`config.mk`:
```
export PLATFORM = sky130hd
export DESIGN_NAME = axis_pkt_gen
export DESIGN_NICKNAME = d
export VERILOG_FILES = /design/src/rtl/axis_pkt_gen.sv
export SDC_FILE = /design/constraint.sdc
export NUM_CORES = 1
export LEC_CHECK = 0
export BUFFER_PORTS_ARGS = -buffer_cell sky130_fd_sc_hd__buf_2
export CORE_MARGIN = 10
export CORE_UTILIZATION = 50
export DETAILED_ROUTE_END_ITERATION = 8
export GPL_TIMING_DRIVEN = 1
export PLACE_DENSITY_LB_ADDON = 0.3
export SLEW_MARGIN = 20
export SYNTH_ARGS = -nofsm -noshare
export SYNTH_HDL_FRONTEND = slang
export SYNTH_SLANG_ARGS = --single-unit
```
`constraint.sdc`:
```
create_clock -name axi_aclk -period 27.7 [get_ports axi_aclk]
set_input_delay 1.385 -clock axi_aclk [delete_from_list [all_inputs] [get_ports axi_aclk]]
set_output_delay 1.385 -clock axi_aclk [all_outputs]
set_load 0.005 [all_outputs]
```
`src/rtl/axis_pkt_gen.sv`:
```
// AXI4-Stream packet generator: programmable length, inter-frame gap, port fields and
// payload mode, with packet quota, back-pressure support and transmit statistics.
module axis_pkt_gen #(
    parameter int C_M_AXIS_DATA_WIDTH  = 64,
    parameter int C_M_AXIS_TUSER_WIDTH = 128,
    parameter int C_LEN_WIDTH          = 16,
    parameter int C_IFG_WIDTH          = 16,
    parameter int C_CNT_WIDTH          = 32
) (
    input  logic                                axi_aclk,
    input  logic                                axi_areset,
    input  logic                                cfg_enable,
    input  logic [C_LEN_WIDTH-1:0]              cfg_pkt_len,
    input  logic [C_IFG_WIDTH-1:0]              cfg_ifg,
    input  logic [C_CNT_WIDTH-1:0]              cfg_num_pkts,
    input  logic                                cfg_mode,
    input  logic [C_M_AXIS_DATA_WIDTH-1:0]      cfg_pattern,
    input  logic [7:0]                          cfg_src_port,
    input  logic [7:0]                          cfg_dst_port,
    input  logic                                stat_clear,
    output logic [C_M_AXIS_DATA_WIDTH-1:0]      m_axis_tdata,
    output logic [C_M_AXIS_DATA_WIDTH/8-1:0]    m_axis_tstrb,
    output logic [C_M_AXIS_TUSER_WIDTH-1:0]     m_axis_tuser,
    output logic                                m_axis_tvalid,
    output logic                                m_axis_tlast,
    input  logic                                m_axis_tready,
    output logic                                busy,
    output logic                                done,
    output logic [C_CNT_WIDTH-1:0]              stat_tx_pkts,
    output logic [C_CNT_WIDTH-1:0]              stat_tx_words
);

    localparam int DW = C_M_AXIS_DATA_WIDTH;
    localparam int UW = C_M_AXIS_TUSER_WIDTH;
    localparam int LW = C_LEN_WIDTH;
    localparam int IW = C_IFG_WIDTH;
    localparam int CW = C_CNT_WIDTH;
    localparam int SW = DW / 8;
    localparam int BW = $clog2(SW);
    localparam int HW = DW / 2;

    localparam logic [LW-1:0] LEN_ONE = LW'(1'b1);
    localparam logic [LW-1:0] LEN_DEF = LW'(7'd64);
    localparam logic [IW-1:0] IFG_ONE = IW'(1'b1);
    localparam logic [CW-1:0] CNT_ONE = CW'(1'b1);

    typedef enum logic [1:0] {
        ST_IDLE = 2'd0,
        ST_SEND = 2'd1,
        ST_GAP  = 2'd2,
        ST_DONE = 2'd3
    } state_t;

    function automatic logic [DW-1:0] beat_data(input logic          mode,
                                                input logic [DW-1:0] pattern,
                                                input logic [CW-1:0] seq,
                                                input logic [LW-1:0] idx);
        logic [DW-1:0] d;
        if (mode) begin
            d = {HW'(seq), HW'(idx)};
        end else begin
            d = pattern;
        end
        return d;
    endfunction

    // Only the final beat can be partial; rem is the byte count modulo the bus width.
    function automatic logic [SW-1:0] beat_strb(input logic last, input logic [BW-1:0] rem);
        logic [SW-1:0] s;
        s = {SW{1'b1}};
        if (last && (rem != {BW{1'b0}})) begin
            for (int i = 0; i < SW; i++) begin
                s[i] = (i < int'(rem));
            end
        end else begin
            s = {SW{1'b1}};
        end
        return s;
    endfunction

    function automatic logic [UW-1:0] beat_user(input logic          first,
                                                input logic [LW-1:0] len,
                                                input logic [7:0]    src,
                                                input logic [7:0]    dst);
        logic [UW-1:0] u;
        u = {UW{1'b0}};
        if (first) begin
            u[31:0] = {dst, src, 16'(len)};
        end else begin
            u = {UW{1'b0}};
        end
        return u;
    endfunction

    state_t         state_q, state_d;
    logic [LW-1:0]  idx_q, idx_d;
    logic [IW-1:0]  gap_q, gap_d;
    logic [CW-1:0]  quota_cnt_q, quota_cnt_d;

    logic [LW-1:0]  len_q;
    logic [IW-1:0]  ifg_q;
    logic [CW-1:0]  quota_q;
    logic           mode_q;
    logic [DW-1:0]  pattern_q;
    logic [7:0]     src_q, dst_q;
    logic [CW-1:0]  seq_q;

    logic [DW-1:0]  tdata_q;
    logic [SW-1:0]  tstrb_q;
    logic [UW-1:0]  tuser_q;
    logic           tvalid_q, tlast_q;
    logic           busy_q, done_q;
    logic [CW-1:0]  stat_pkts_q, stat_pkts_d;
    logic [CW-1:0]  stat_words_q, stat_words_d;

    logic           hs_s, last_hs_s;
    logic           start_pkt_s, next_beat_s, drop_valid_s;
    logic [CW-1:0]  quota_inc_s;
    logic           quota_hit_s;
    logic [LW-1:0]  eff_len_s;

    logic [LW-1:0]  b_len_s, b_idx_s, b_last_idx_s;
    logic           b_mode_s, b_last_s;
    logic [DW-1:0]  b_pattern_s;
    logic [7:0]     b_src_s, b_dst_s;
    logic [CW-1:0]  b_seq_s;

    assign hs_s        = tvalid_q & m_axis_tready;
    assign last_hs_s   = hs_s & tlast_q;
    assign eff_len_s   = (cfg_pkt_len == {LW{1'b0}}) ? LEN_DEF : cfg_pkt_len;
    assign quota_inc_s = quota_cnt_q + CNT_ONE;
    assign quota_hit_s = (quota_q != {CW{1'b0}}) && (quota_inc_s == quota_q);

    // Next-state logic; a packet start always samples the live configuration.
    always_comb begin
        state_d      = state_q;
        idx_d        = idx_q;
        gap_d        = gap_q;
        quota_cnt_d  = quota_cnt_q;
        start_pkt_s  = 1'b0;
        next_beat_s  = 1'b0;
        drop_valid_s = 1'b0;
        case (state_q)
            ST_IDLE: begin
                if (cfg_enable) begin
                    state_d     = ST_SEND;
                    start_pkt_s = 1'b1;
                    idx_d       = {LW{1'b0}};
                end else begin
                    state_d = ST_IDLE;
                end
            end
            ST_SEND: begin
                if (hs_s && !tlast_q) begin
                    next_beat_s = 1'b1;
                    idx_d       = idx_q + LEN_ONE;
                end else if (hs_s) begin
                    quota_cnt_d = quota_inc_s;
                    if (quota_hit_s) begin
                        state_d      = ST_DONE;
                        drop_valid_s = 1'b1;
                    end else if (!cfg_enable) begin
                        state_d      = ST_IDLE;
                        drop_valid_s = 1'b1;
                        quota_cnt_d  = {CW{1'b0}};
                    end else if (ifg_q != {IW{1'b0}}) begin
                        state_d      = ST_GAP;
                        drop_valid_s = 1'b1;
                        gap_d        = ifg_q - IFG_ONE;
                    end else begin
                        start_pkt_s = 1'b1;
                        idx_d       = {LW{1'b0}};
                    end
                end else begin
                    state_d = ST_SEND;
                end
            end
            ST_GAP: begin
                if (gap_q != {IW{1'b0}}) begin
                    gap_d = gap_q - IFG_ONE;
                end else if (cfg_enable) begin
                    state_d     = ST_SEND;
                    start_pkt_s = 1'b1;
                    idx_d       = {LW{1'b0}};
                end else begin
                    state_d     = ST_IDLE;
                    quota_cnt_d = {CW{1'b0}};
                end
            end
            ST_DONE: begin
                if (!cfg_enable) begin
                    state_d     = ST_IDLE;
                    quota_cnt_d = {CW{1'b0}};
                end else begin
                    state_d = ST_DONE;
                end
            end
            default: begin
                state_d     = ST_IDLE;
                quota_cnt_d = {CW{1'b0}};
            end
        endcase
    end

    // Beat source: live config at a packet start, shadow copy for the rest of the packet.
    always_comb begin
        b_len_s     = len_q;
        b_mode_s    = mode_q;
        b_pattern_s = pattern_q;
        b_src_s     = src_q;
        b_dst_s     = dst_q;
        b_seq_s     = seq_q;
        if (start_pkt_s) begin
            b_len_s     = eff_len_s;
            b_mode_s    = cfg_mode;
            b_pattern_s = cfg_pattern;
            b_src_s     = cfg_src_port;
            b_dst_s     = cfg_dst_port;
            b_seq_s     = stat_pkts_d;
        end else begin
            b_len_s = len_q;
        end
        b_idx_s      = idx_d;
        b_last_idx_s = (b_len_s - LEN_ONE) >> BW;
        b_last_s     = (b_idx_s == b_last_idx_s);
    end

    // Statistics next-state; a clear wins over a same-cycle increment.
    always_comb begin
        stat_pkts_d  = stat_pkts_q;
        stat_words_d = stat_words_q;
        if (stat_clear) begin
            stat_pkts_d  = {CW{1'b0}};
            stat_words_d = {CW{1'b0}};
        end else begin
            if (hs_s) begin
                stat_words_d = stat_words_q + CNT_ONE;
            end else begin
                stat_words_d = stat_words_q;
            end
            if (last_hs_s) begin
                stat_pkts_d = stat_pkts_q + CNT_ONE;
            end else begin
                stat_pkts_d = stat_pkts_q;
            end
        end
    end

    // FSM, counters and statistics registers.
    always_ff @(posedge axi_aclk or posedge axi_areset) begin
        if (axi_areset) begin
            state_q      <= ST_IDLE;
            idx_q        <= {LW{1'b0}};
            gap_q        <= {IW{1'b0}};
            quota_cnt_q  <= {CW{1'b0}};
            busy_q       <= 1'b0;
            done_q       <= 1'b0;
            stat_pkts_q  <= {CW{1'b0}};
            stat_words_q <= {CW{1'b0}};
        end else begin
            state_q      <= state_d;
            idx_q        <= idx_d;
            gap_q        <= gap_d;
            quota_cnt_q  <= quota_cnt_d;
            busy_q       <= (state_d == ST_SEND) || (state_d == ST_GAP);
            done_q       <= (state_d == ST_DONE);
            stat_pkts_q  <= stat_pkts_d;
            stat_words_q <= stat_words_d;
        end
    end

    // Shadow configuration, held for a packet and its following gap.
    always_ff @(posedge axi_aclk or posedge axi_areset) begin
        if (axi_areset) begin
            len_q     <= {LW{1'b0}};
            ifg_q     <= {IW{1'b0}};
            quota_q   <= {CW{1'b0}};
            mode_q    <= 1'b0;
            pattern_q <= {DW{1'b0}};
            src_q     <= 8'h00;
            dst_q     <= 8'h00;
            seq_q     <= {CW{1'b0}};
        end else if (start_pkt_s) begin
            len_q     <= eff_len_s;
            ifg_q     <= cfg_ifg;
            quota_q   <= cfg_num_pkts;
            mode_q    <= cfg_mode;
            pattern_q <= cfg_pattern;
            src_q     <= cfg_src_port;
            dst_q     <= cfg_dst_port;
            seq_q     <= stat_pkts_d;
        end
    end

    // Stream output registers; a presented beat only changes after its handshake.
    always_ff @(posedge axi_aclk or posedge axi_areset) begin
        if (axi_areset) begin
            tvalid_q <= 1'b0;
            tlast_q  <= 1'b0;
            tdata_q  <= {DW{1'b0}};
            tstrb_q  <= {SW{1'b0}};
            tuser_q  <= {UW{1'b0}};
        end else if (start_pkt_s || next_beat_s) begin
            tvalid_q <= 1'b1;
            tlast_q  <= b_last_s;
            tdata_q  <= beat_data(b_mode_s, b_pattern_s, b_seq_s, b_idx_s);
            tstrb_q  <= beat_strb(b_last_s, b_len_s[BW-1:0]);
            tuser_q  <= beat_user(start_pkt_s, b_len_s, b_src_s, b_dst_s);
        end else if (drop_valid_s) begin
            tvalid_q <= 1'b0;
            tlast_q  <= 1'b0;
            tdata_q  <= {DW{1'b0}};
            tstrb_q  <= {SW{1'b0}};
            tuser_q  <= {UW{1'b0}};
        end
    end

    assign m_axis_tdata  = tdata_q;
    assign m_axis_tstrb  = tstrb_q;
    assign m_axis_tuser  = tuser_q;
    assign m_axis_tvalid = tvalid_q;
    assign m_axis_tlast  = tlast_q;
    assign busy          = busy_q;
    assign done          = done_q;
    assign stat_tx_pkts  = stat_pkts_q;
    assign stat_tx_words = stat_words_q;

endmodule

```
==> results.toml <==
[finish]
utilization_pct = 58.6
nFillCells = 3536
fin_area_sq_um = 23300
regArea_sq_um = 9980
multi_input_area_sq_um = 9280
drive_above_1_share_pct = 17.4
area_growth_pct = 15.8
finalNetCount = 2675

[critical_path]
cp-startpoint = "quota_cnt_q[0]$_DFFE_PP0P_"
end_kind = "register"
crit_path_cell_trace = "ha_1 > nand3_1 > or4_1 > or3_1 > a22oi_1 > nand4b_1 > nor4_4 > buf_4 > o31a_4 > buf_4 > mux2_4 > xnor2_1 > or4_1 > a32o_2 > a2111oi_0 > a21oi_1"
critPathKind = "register to register"
startpoint_type = "register"
cp_max_fo = 88
cp.arrival_ns = 7.79
critPathTopFamily = "simple AND/OR/NAND/NOR gates"
cp.buffers_inverters = 2
cpPeakStageDelay_ns = 0.93
crit_required_ns = 28.13
r2r_start = "quota_cnt_q[0]$_DFFE_PP0P_"
crit_slowest_cell = "buf_4"

[placement]
hpwlAfterDp_um = 42300
gp_congestion = 0.901
placed_area_sq_um = 21800
port_buffers = 321

[synthesis]
synthesis.area_sq_um = 20200
synthFlopType = "dfrtp_1"
yosys.area_share.xor_xnor_pct = 5.00
ys_seq_area_share_pct = 49.5
synth_cells = 2261
synth-edff-count = 0
yosysUniqueCellTypes = 70
yosys-mux-area-fraction_pct = 3.28
synth_adder_area_share_pct = 0.373
synth-simple-area-share_pct = 23.0
yosysWarningCount = 0
synth_top_family_by_area = "simple AND/OR/NAND/NOR gates"
ys_seq_elements = 399
syn-mean-instance-area_sq_um = 8.91
synth_compound_area_share_pct = 12.3
synthArstFlopShare_pct = 100

[sta]
max-slew-margin-rel_pct = 26.7
setup_viol = 0
max_freq_mhz = 136
fin_crit_sh_pct = 26.6
worst_pin_slew_ns = 1.10
skew_ns = 0.0325
finalHoldViolations = 0
grt_setup_unrepaired = "false"
finalWorstPathRequiredPeriod_ns = 7.36
fin_tns_setup_ns = 0
slew_violations = 0

[power_and_ir_drop]
switching_power_mw = 0.682
clkPwrFrac_pct = 31.5
switching_share_pct = 34.2
power.leakage_nw = 11.5
power_density_nw_per_um2 = 85.4
max-vdd-ir-drop_uv = 58.7
combPwrFrac_pct = 25.2
seq_power_share_pct = 43.3
p_total_mw = 1.99
internal-power_mw = 1.31

[drt]
wirelength_um = 60300
drt_first_pass_iters = 5
vias = 17300
ant_nets = 0
avgRoutedWirePerCell_um = 19.6
drt-initial-drc-count = 1493
drt-vias-per-instance = 5.62
route.detailed.drc = 0

[die]
rows = 73
ios = 418
initial_core_util_pct = 50.6
die_w_um = 221
core_sq_um = 39800
die-area_sq_um = 48700
die_height_um = 221

[grt]
grt_max_degree = 110
first_global_vias = 16900
grt_pass1_wl_um = 93600
antenna_found_initial = 2
grt_overflow = 0
grt_usage_pct = 23.9

[status]
status = "finished clean"

[min_path]
hold_path_class = "register to register"
min-delay-start = "seq_q[1]$_DFF_PP0_"

[cts]
clk_pin_slew_ns = 0.06
cts_hold_buffers = 0
cts_resized = 0
cts-root-buf = "clkbuf_16"
cts_inserted_buffers = 44
clk_latency_ns = 0.59
clk_path_buf_depth = 3
cts_setup_buffers = 0
clock_sinks = 399
cts_tree = "yes"
h-tree-depth = 2

[flow_run]
cap_violations = 0
cells in the final DEF, fill, tap and decap left out, types with 15 or more instances in the layout:
cell type / synthesis / layout
buf_2: 17 / 321
nor3_1: 65 / 65
conb_1: 1 / 96
o31ai_1: 23 / 23
or3_1: 17 / 17
nor2_1: 161 / 160
nor4_1: 32 / 31
nand3_1: 46 / 46
clkbuf_16: 0 / 44
dfrtp_1: 399 / 399
inv_1: 27 / 26
a2111oi_0: 15 / 15
xnor2_1: 51 / 51
o21ai_0: 113 / 112
xor2_1: 64 / 64
nand2_1: 617 / 617
mux2i_1: 59 / 58
nand4_1: 36 / 36
buf_4: 96 / 17
a21oi_1: 65 / 63
a32o_1: 16 / 16
a22o_1: 34 / 34
and3_1: 20 / 20
power groups by stage:
stage | Sequential [mW] | Clock (mW) | Combinational (mW)
floorplan | 0.833 | 0 | 0.345
global placement | 0.864 | 0 | 0.487
detailed placement | 0.868 | 0 | 0.503
CTS | 0.862 | 0.636 | 0.505
global route | 0.882 | 0.662 | 0.568
finish | 0.864 | 0.627 | 0.503
routing by layer:
| metal | global-route usage (%) | wire length [um] |
|---|---|---|
| met5 | 0 | 0 |
| met3 | 5.71 | 4670 |
| met4 | 7.69 | 1560 |
| met1 | 31.2 | 24800 |
| met2 | 38.7 | 29300 |
tightest hold or removal path, stage by stage, from the launching register on:
cell,delay (ns)
dfrtp_1,0.32
nand2_1,0.04
nand2_1,0.06
state kept, by name, indices dropped and copies added, names as in the netlist, 2 cells and up:
name           flops
m_axis_tuser      32
m_axis_tdata      64
seq_q             32
quota_cnt_q       32
m_axis_tstrb       8
gap_q             16
idx_q             16
quota_q           32
stat_tx_pkts      32
stat_tx_words     32
ifg_q             16
state_q            2
pattern_q         64
len_q             16
cell families (layout without fill, tap and decap cells):
family | Yosys count | after routing
simple gates | 1056 | 1056
flops | 399 | 399
compound gates | 369 | 369
buf+inv | 250 | 447
xor+xnor | 115 | 115
mux | 65 | 65
fa+ha+maj | 6 | 6
other cells | 1 | 100
cell type report:
cell class	count	share of cell area, %
sequential	399	42.8
clock inverter	21	1.30
multi-input combinational	1707	39.7
clock buffer	59	5.35
antenna	4	0.0429
tap	525	2.82
timing repair buffer	339	7.48
inverter	28	0.483
worst paths after layout:
kind | cells past startpoint | slack (ns) | end
max reg2reg | 16 | 20.34 | m_axis_tstrb[5]$_DFFE_PP0P_
min in group asynchronous | 2 | 0.92 | m_axis_tuser[31]$_DFFE_PP0P_
min | 2 | 0.46 | seq_q[1]$_DFF_PP0_
max in group asynchronous | 6 | 22.82 | pattern_q[13]$_DFF_PP0_
min reg2reg | 2 | 0.46 | seq_q[1]$_DFF_PP0_
max | 16 | 20.34 | m_axis_tstrb[5]$_DFFE_PP0P_
synthesized netlist by cell type (all sizes together) (4+ instances only):
cell	instances	area share, %
o21bai	9	0.34
nor2b	5	0.16
and2	6	0.19
or3	17	0.53
nor4	35	1.3
nor2	161	3.0
o211ai	12	0.47
nor3b	5	0.19
a21oi	65	1.6
a311oi	4	0.17
xor2	64	2.8
nand2	617	11
clkbuf	105	2.0
mux2	6	0.35
o41ai	12	0.52
and3	20	0.62
nand2b	9	0.28
xnor2	51	2.2
o21a	7	0.26
a21o	6	0.22
ha	6	0.37
a22o	34	1.5
o22ai	4	0.12
or2	5	0.16
nor3	65	1.6
buf	117	4.1
or4	11	0.41
a31oi	11	0.42
o31a	6	0.27
o31ai	24	0.92
nand4	38	1.2
a211oi	8	0.30
and4	8	0.35
o21ai	117	2.9
a2111oi	15	0.65
mux2i	59	2.9
inv	28	0.52
a32o	17	0.85
dfrtp	399	50
nand3	46	1.1
per-stage QoR:
stage	worst slack, ns	hold WS (ns)	instances
CTS	20.37	0.466	3078
finish	20.34	0.464	3082
floorplan	15.22	0.433	2356
global route	19.79	0.480	3078
global placement	20.61	0.444	2998
detailed placement	20.39	0.451	2998
Note: power is estimated with default switching activity, not from simulation.
